==> config.mk <==
export PLATFORM = sky130hd
export DESIGN_NAME = trigger_conditioner
export DESIGN_NICKNAME = d
export VERILOG_FILES = /design/src/rtl/trigger_conditioner.sv
export SDC_FILE = /design/constraint.sdc
export NUM_CORES = 1
export LEC_CHECK = 0
export CAP_MARGIN = 15
export CORE_MARGIN = 10
export CORE_UTILIZATION = 65
export CTS_BUF_LIST = sky130_fd_sc_hd__clkbuf_8
export DETAILED_ROUTE_END_ITERATION = 8
export GPL_TIMING_DRIVEN = 0
export PLACE_DENSITY_LB_ADDON = 0.15
export REMOVE_ABC_BUFFERS = 1
export SYNTH_ARGS = -nofsm -noshare
export SYNTH_HDL_FRONTEND = slang
export SYNTH_SLANG_ARGS = --single-unit
==> constraint.sdc <==
create_clock -name clk -period 3.7 [get_ports clk]
set_input_delay 0.74 -clock clk [delete_from_list [all_inputs] [get_ports clk]]
set_output_delay 0.74 -clock clk [all_outputs]
set_load 0.005 [all_outputs]
==> src/rtl/trigger_conditioner.sv <==
// Conditions a raw asynchronous trigger pad into single-cycle fire pulses.
// The pad is synchronized and debounced, and each new pulse is followed by a holdoff window.
module trigger_conditioner #(
  parameter int SYNC_STAGES = 2,
  parameter int DEBOUNCE    = 1000,
  parameter int HOLDOFF     = 100000,
  parameter int CNT_W       = 8
) (
  input  logic             clk,
  input  logic             rst_n,
  input  logic             trig_in,
  input  logic             arm,
  input  logic             clr,
  output logic             fire,
  output logic             level,
  output logic             busy,
  output logic [CNT_W-1:0] count,
  output logic             overrun
);

  localparam int DC_W = $clog2(DEBOUNCE + 1);
  localparam int HC_W = $clog2(HOLDOFF + 1);

  typedef enum logic {IDLE, HOLD} state_e;

  state_e                 state_q, state_d;
  logic [SYNC_STAGES-1:0] sync_q;
  logic [DC_W-1:0]        dc_q, dc_d;
  logic [HC_W-1:0]        hc_q, hc_d;
  logic                   level_q, level_d;
  logic                   level_dly_q;
  logic                   fire_q, fire_d;
  logic                   overrun_q, overrun_d;
  logic [CNT_W-1:0]       count_q, count_d;
  logic                   s;
  logic                   rise;

  assign s    = sync_q[SYNC_STAGES-1];
  assign rise = level_q & ~level_dly_q;

  // Debouncer: level follows s only after s has differed for DEBOUNCE straight cycles.
  always_comb begin
    // NOTE: every combinational output gets a default first so no path infers a latch.
    dc_d    = '0;
    level_d = level_q;
    if (s != level_q) begin
      if (dc_q == DC_W'(DEBOUNCE - 1)) level_d = s;
      else                             dc_d    = dc_q + DC_W'(1);
    end
  end

  always_comb begin
    state_d   = state_q;
    hc_d      = hc_q;
    fire_d    = 1'b0;
    overrun_d = overrun_q;
    count_d   = count_q;
    case (state_q)
      IDLE: begin
        if (rise && arm) begin
          fire_d  = 1'b1;
          hc_d    = '0;
          state_d = HOLD;
        end
      end
      HOLD: begin
        // The exit cycle still counts as holdoff, so a rise there is dropped too.
        if (hc_q == HC_W'(HOLDOFF - 1)) state_d = IDLE;
        else                            hc_d    = hc_q + HC_W'(1);
        if (rise && arm) overrun_d = 1'b1;
      end
      default: state_d = IDLE;
    endcase
    if (fire_d && (count_q != '1)) count_d = count_q + CNT_W'(1);
    if (clr) begin
      overrun_d = 1'b0;
      count_d   = fire_d ? CNT_W'(1) : '0;
    end
  end

  always_ff @(posedge clk or negedge rst_n) begin
    if (!rst_n) begin
      state_q     <= IDLE;
      sync_q      <= '0;
      dc_q        <= '0;
      hc_q        <= '0;
      level_q     <= 1'b0;
      level_dly_q <= 1'b0;
      fire_q      <= 1'b0;
      overrun_q   <= 1'b0;
      count_q     <= '0;
    end else begin
      // NOTE: non-blocking assignments so every flop samples the pre-edge values.
      state_q     <= state_d;
      sync_q      <= {sync_q[SYNC_STAGES-2:0], trig_in};
      dc_q        <= dc_d;
      hc_q        <= hc_d;
      level_q     <= level_d;
      level_dly_q <= level_q;
      fire_q      <= fire_d;
      overrun_q   <= overrun_d;
      count_q     <= count_d;
    end
  end

  assign fire    = fire_q;
  assign level   = level_q;
  assign busy    = (state_q == HOLD);
  assign count   = count_q;
  assign overrun = overrun_q;

endmodule
# Yosys cells after proc, flatten, opt, wreduce, memory -nomap -nowiden
# Index checks and enable logic that the tools add are counted.
[word_totals]
output_inout_bits = 12
regBits = 42
in_bits = 5
word_cells = 44
[classes]
n_reduce_logical = 8
n_eq_ne = 6
bitwise_logic = 3
add_sub_neg = 3
mux = 15
[op_table]
columns = ["cell", "count"]
rows = [
  ["2-to-1 mux 17 bit", 2],
  ["one-hot mux 17 bit (2 select lines)", 1],
  ["2-to-1 mux 10 bit", 2],
  ["adder 17 x 1 -> 17 bit, second input constant", 1],
  ["== test 17 bit, second input constant", 1],
  ["2-to-1 mux 8 bit", 2],
  ["adder 10 x 1 -> 10 bit, second input constant", 1],
  ["== test 10 bit, second input constant", 1],
  ["adder 8 x 1 -> 8 bit, second input constant", 1],
  ["!= test 8 bit, second input constant", 1],
  ["2-to-1 mux 1 bit", 7],
  ["AND reduction 2 bit", 3],
  ["nonzero test 2 bit", 3],
  ["!= test 2 bit, second input constant", 2],
  ["logical AND 1 bit", 2],
  ["inverter 1 bit", 2],
  ["one-hot mux 1 bit (2 select lines)", 1],
  ["AND 1 bit", 1],
  ["!= test 1 bit", 1],
]

# Logic depth before layout (Yosys ltp)
[depth]
depth_word = 8
mapped_depth = 7
mapped_depth_nobuf = 6

# Worst setup path after synthesis
# Ideal clock, no wire load.
[synth_timing]
kind = "flip-flop to flip-flop"
start = "reg hc_q[13]"
end = "reg hc_q[9]"
path_stages_with_launch = 6
setup_slack_ns = 1.657
arrival_time_ns = 1.917
n_path_buf = 1
period_less_slack_ns = 2.043
path_cell_list = "dfrtp_1 or4b_4 o41a_4 buf_6 o211a_1 a221o_1"
[synth_via]
elab_chain_len = 3
[synth_lines]
columns = ["element", "line", "text"]
rows = [
  ["start, declared", "29", "logic [HC_W-1:0] hc_q, hc_d;"],
  ["start signal, assigned", "86", "hc_q <= '0;"],
  ["start signal, assigned", "97", "hc_q <= hc_d;"],
  ["== test 17 bit", "68", "if (hc_q == HC_W'(HOLDOFF - 1)) state_d = IDLE;"],
  ["!= test 2 bit (no line)", "-", ""],
  ["AND reduction 2 bit (no line)", "-", ""],
]
# No other way between the ends.
# A chain may end at the register's enable or synchronous reset.

# Worst setup path in the final report
[layout_timing]
start = "in arm"
end = "reg count_q[5] (netlist: count[5])"
[layout_via]
elab_chain_len = 5
[layout_lines]
columns = ["element", "line", "text"]
rows = [
  ["start, declared", "12", "input logic arm,"],
  ["logical AND 1 bit", "60", "if (rise && arm) begin"],
  ["2-to-1 mux 1 bit", "60", ""],
  ["2-to-1 mux 1 bit", "58", "case (state_q)"],
  ["net fire_d", "32", "logic fire_q, fire_d;"],
  ["logical AND 1 bit", "74", "if (fire_d && (count_q != '1)) count_d = count_q + CNT_W'(1);"],
  ["nonzero test 2 bit (no line)", "-", ""],
  ["end signal, assigned", "102", "count_q <= count_d;"],
  ["end, declared", "34", "logic [CNT_W-1:0] count_q, count_d;"],
]
# The timed path passes the listed nets, and every way through them passes these cells.

==> results.ini <==
[clocking]
cts_max_path_buffers = 2
post_cts_buffers = 0
htree_levels = 2
clock-root-buffer = clkbuf_8
insertion_delay_ps = 290
cts_resized = 0
cts_tree = done
clock-sinks = 42
cts_buffers = 5
clkTransAtPathRegs_ps = 80
ctsHoldBuffers = 0

[pwr]
p_per_area_nw_per_um2 = 323
p_int_uw = 617
combPwrFrac_pct = 2.7
total_power_uw = 781
netSwitchingPower_uw = 164
p_leak_nw = 1.06
swShare_pct = 21.0
power_frac_seq_pct = 59.6
p_clk_share_pct = 37.6
ir_drop_uv = 304

[synth]
ys_types = 50
synth.area.mux_share_pct = 2.89
netlist.area_leader.share_pct = 48.5
synthTopCellsByCount = dfrtp_1, nor2_1, nand2_1
yosysTopAreaCell = dfrtp_1
seq_area_frac_synth_pct = 48.5
synth_xor_xnor_area_share_pct = 5.65
synth_area_leaders = dfrtp_1, nor2_1, xnor2_1
syn_inst = 210
synth_top_family_by_area = simple AND/OR/NAND/NOR gates
synth_compound_area_share_pct = 12.1
synth_most_common_cell = dfrtp_1
ys.warnings.count = 0
synth_seq_cells = 42
synth_flop_cell = dfrtp_1
synthAdderAreaFrac_pct = 1.73
netlist_area_um2 = 2170
synthSimpleGateAreaFrac_pct = 25.9
syn_area_per_cell_um2 = 10.3
synth-edff-count = 0
async_reset_ff_share_pct = 100

[place]
dp_cells = 262
pre_cts_ws_ps = 992
gp_congestion = 0.848
portBuffers = 16
dp_hpwl_um = 2970

[floorplan]
die_x_um = 77.8
die_y_um = 77.8
pin_count = 17
start_util_pct = 69.3
dieArea_um2 = 6050
num_rows = 20
core_um2 = 3130

[sta]
setup-tns-final_ps = 0
hold_viol = 0
min_period_over_period_pct = 65.6
layout_min_cycle_time_ps = 2430
setup_viol = 0
fin_worst_skew_ps = 5.08
maxSlewViolCount = 0
fmax_mhz = 412
rsz0062_at_grt = false
worst_pin_slew_ps = 889
slew-limit-headroom_pct = 40.7
setup_ws_ps = 1270

[global_routing]
grt_max_degree = 43
gr-total-overflow = 0
antenna_found_initial = 0
grt_use_total_pct = 14.6
grt_pass1_vias = 1630
grt_pass1_wl_um = 7390

[detailed_routing]
route.vias.total = 1645
ant_nets = 0
first_iter_violations = 147
firstDrtPassIters = 4
finalWirelength_um = 4150
vias_per_cell = 6.09
drc = 0
drt-wirelength-per-cell_um = 15.4

[layout]
fin_cells = 270
regArea_um2 = 1050
fill_cells = 212
layout.nets = 233
n_antenna_cell = 0
syn_to_final_growth_pct = 11.5
final_util_pct = 77.3
drive_gt1_share_pct = 9.73
multi_input_area_um2 = 1050

[critical_path]
startpoint_type = input port
slowest_stage = clkdlybuf4s50_1
r2r_setup_slack_ps = 1490
endpoint_kind = flip-flop
critical_path_class = input port to flip-flop
cp_num_buf_inv = 2
critPathMaxStageDelay_ps = 480
critical_path_arrival_ps = 2640
cp_max_fo = 9
crit_chain = clkdlybuf4s50_1, nand4bb_1, inv_2, o211ai_1, or3_1, a21oi_1
cp_top_family = buffers and inverters
crit_required_ps = 3910

[run_status]
status = finished clean

[flow_run]
cap_violations = 0

[hold_path]
hp-class = flip-flop to flip-flop

state kept, by name, indices dropped and copies added, names as in the netlist:
| register | flops |
|---|---|
| busy | 1 |
| count | 8 |
| dc_q | 10 |
| fire | 1 |
| hc_q | 17 |
| level | 1 |
| level_dly_q | 1 |
| overrun | 1 |
| sync_q | 2 |
cell type report:
class / count / area share, %
repair buffers: 16 / 6.42
multi-input cells: 155 / 43.3
inverters: 5 / 0.776
flip-flops and latches: 42 / 43.5
well taps: 44 / 2.28
clock inverters: 2 / 0.362
clock buffers: 6 / 3.42
worst paths after layout:
kind | start | end | depth (start not counted)
setup / recovery | arm | count[5] | 6
min in group asynchronous | rst_n | dc_q[4] | 1
hold reg to reg | sync_q[0] | sync_q[1] | 0
setup reg to reg | hc_q[0] | hc_q[7] | 6
hold / removal | sync_q[0] | sync_q[1] | 0
max in group asynchronous | rst_n | dc_q[5] | 1
placed cells by master (no fill, tap or decap), drive strengths merged, types with 3 or more instances in the layout:
cell / synthesis / layout
clkdlybuf4s50: 0 / 15
and4: 5 / 5
mux2i: 4 / 4
clkbuf: 5 / 6
nand3: 9 / 9
inv: 5 / 6
xor2: 6 / 6
a21oi: 6 / 6
nor3: 3 / 3
a31oi: 3 / 3
nand4: 9 / 9
and3: 9 / 9
dfrtp: 42 / 42
nor2: 25 / 25
ha: 3 / 3
nand2: 17 / 17
o21ai: 5 / 5
nor4: 5 / 5
a221o: 7 / 7
xnor2: 8 / 8
metrics by stage:
step                cell area (um^2)  hold WS (ps)
finish                          2420           359
CTS                             2420           362
floorplan                       2120           331
global placement                2330           332
global route                    2420           371
detailed placement              2330           348
logic make-up after synthesis:
logic type      count (synthesis)
fa+ha+maj                       3
xor+xnor                       14
simple gates                   99
buf+inv                        13
mux                             6
compound gates                 33
flops                          42
worst register-to-register path: stages, from the launching register on:
cell and delay [ps]:
dfrtp_1 400, ha_1 240, nand4_1 260, o41a_4 670
nor2_4 290, inv_2 90, a31oi_1 190
power by group through the flow:
stage	logic (mW)	clock network, mW	registers [mW]
3_3_place_gp	0.0222	0	0.474
6_report	0.0213	0.294	0.465
3_5_place_dp	0.0223	0	0.475
4_1_cts	0.0222	0.301	0.465
2_1_floorplan	0.00687	0	0.474
5_1_grt	0.0251	0.321	0.466
per-layer routing:
metal  wire length [um]  vias to the layer above  GRT usage (%)
met3                221                        5           5.07
li1                   -                      806              -
met4                 40                        0           4.74
met5                  0                        -              0
met2               2070                       37           24.0
met1               1820                      797           17.4
Note: power is estimated with default switching activity, not from simulation.
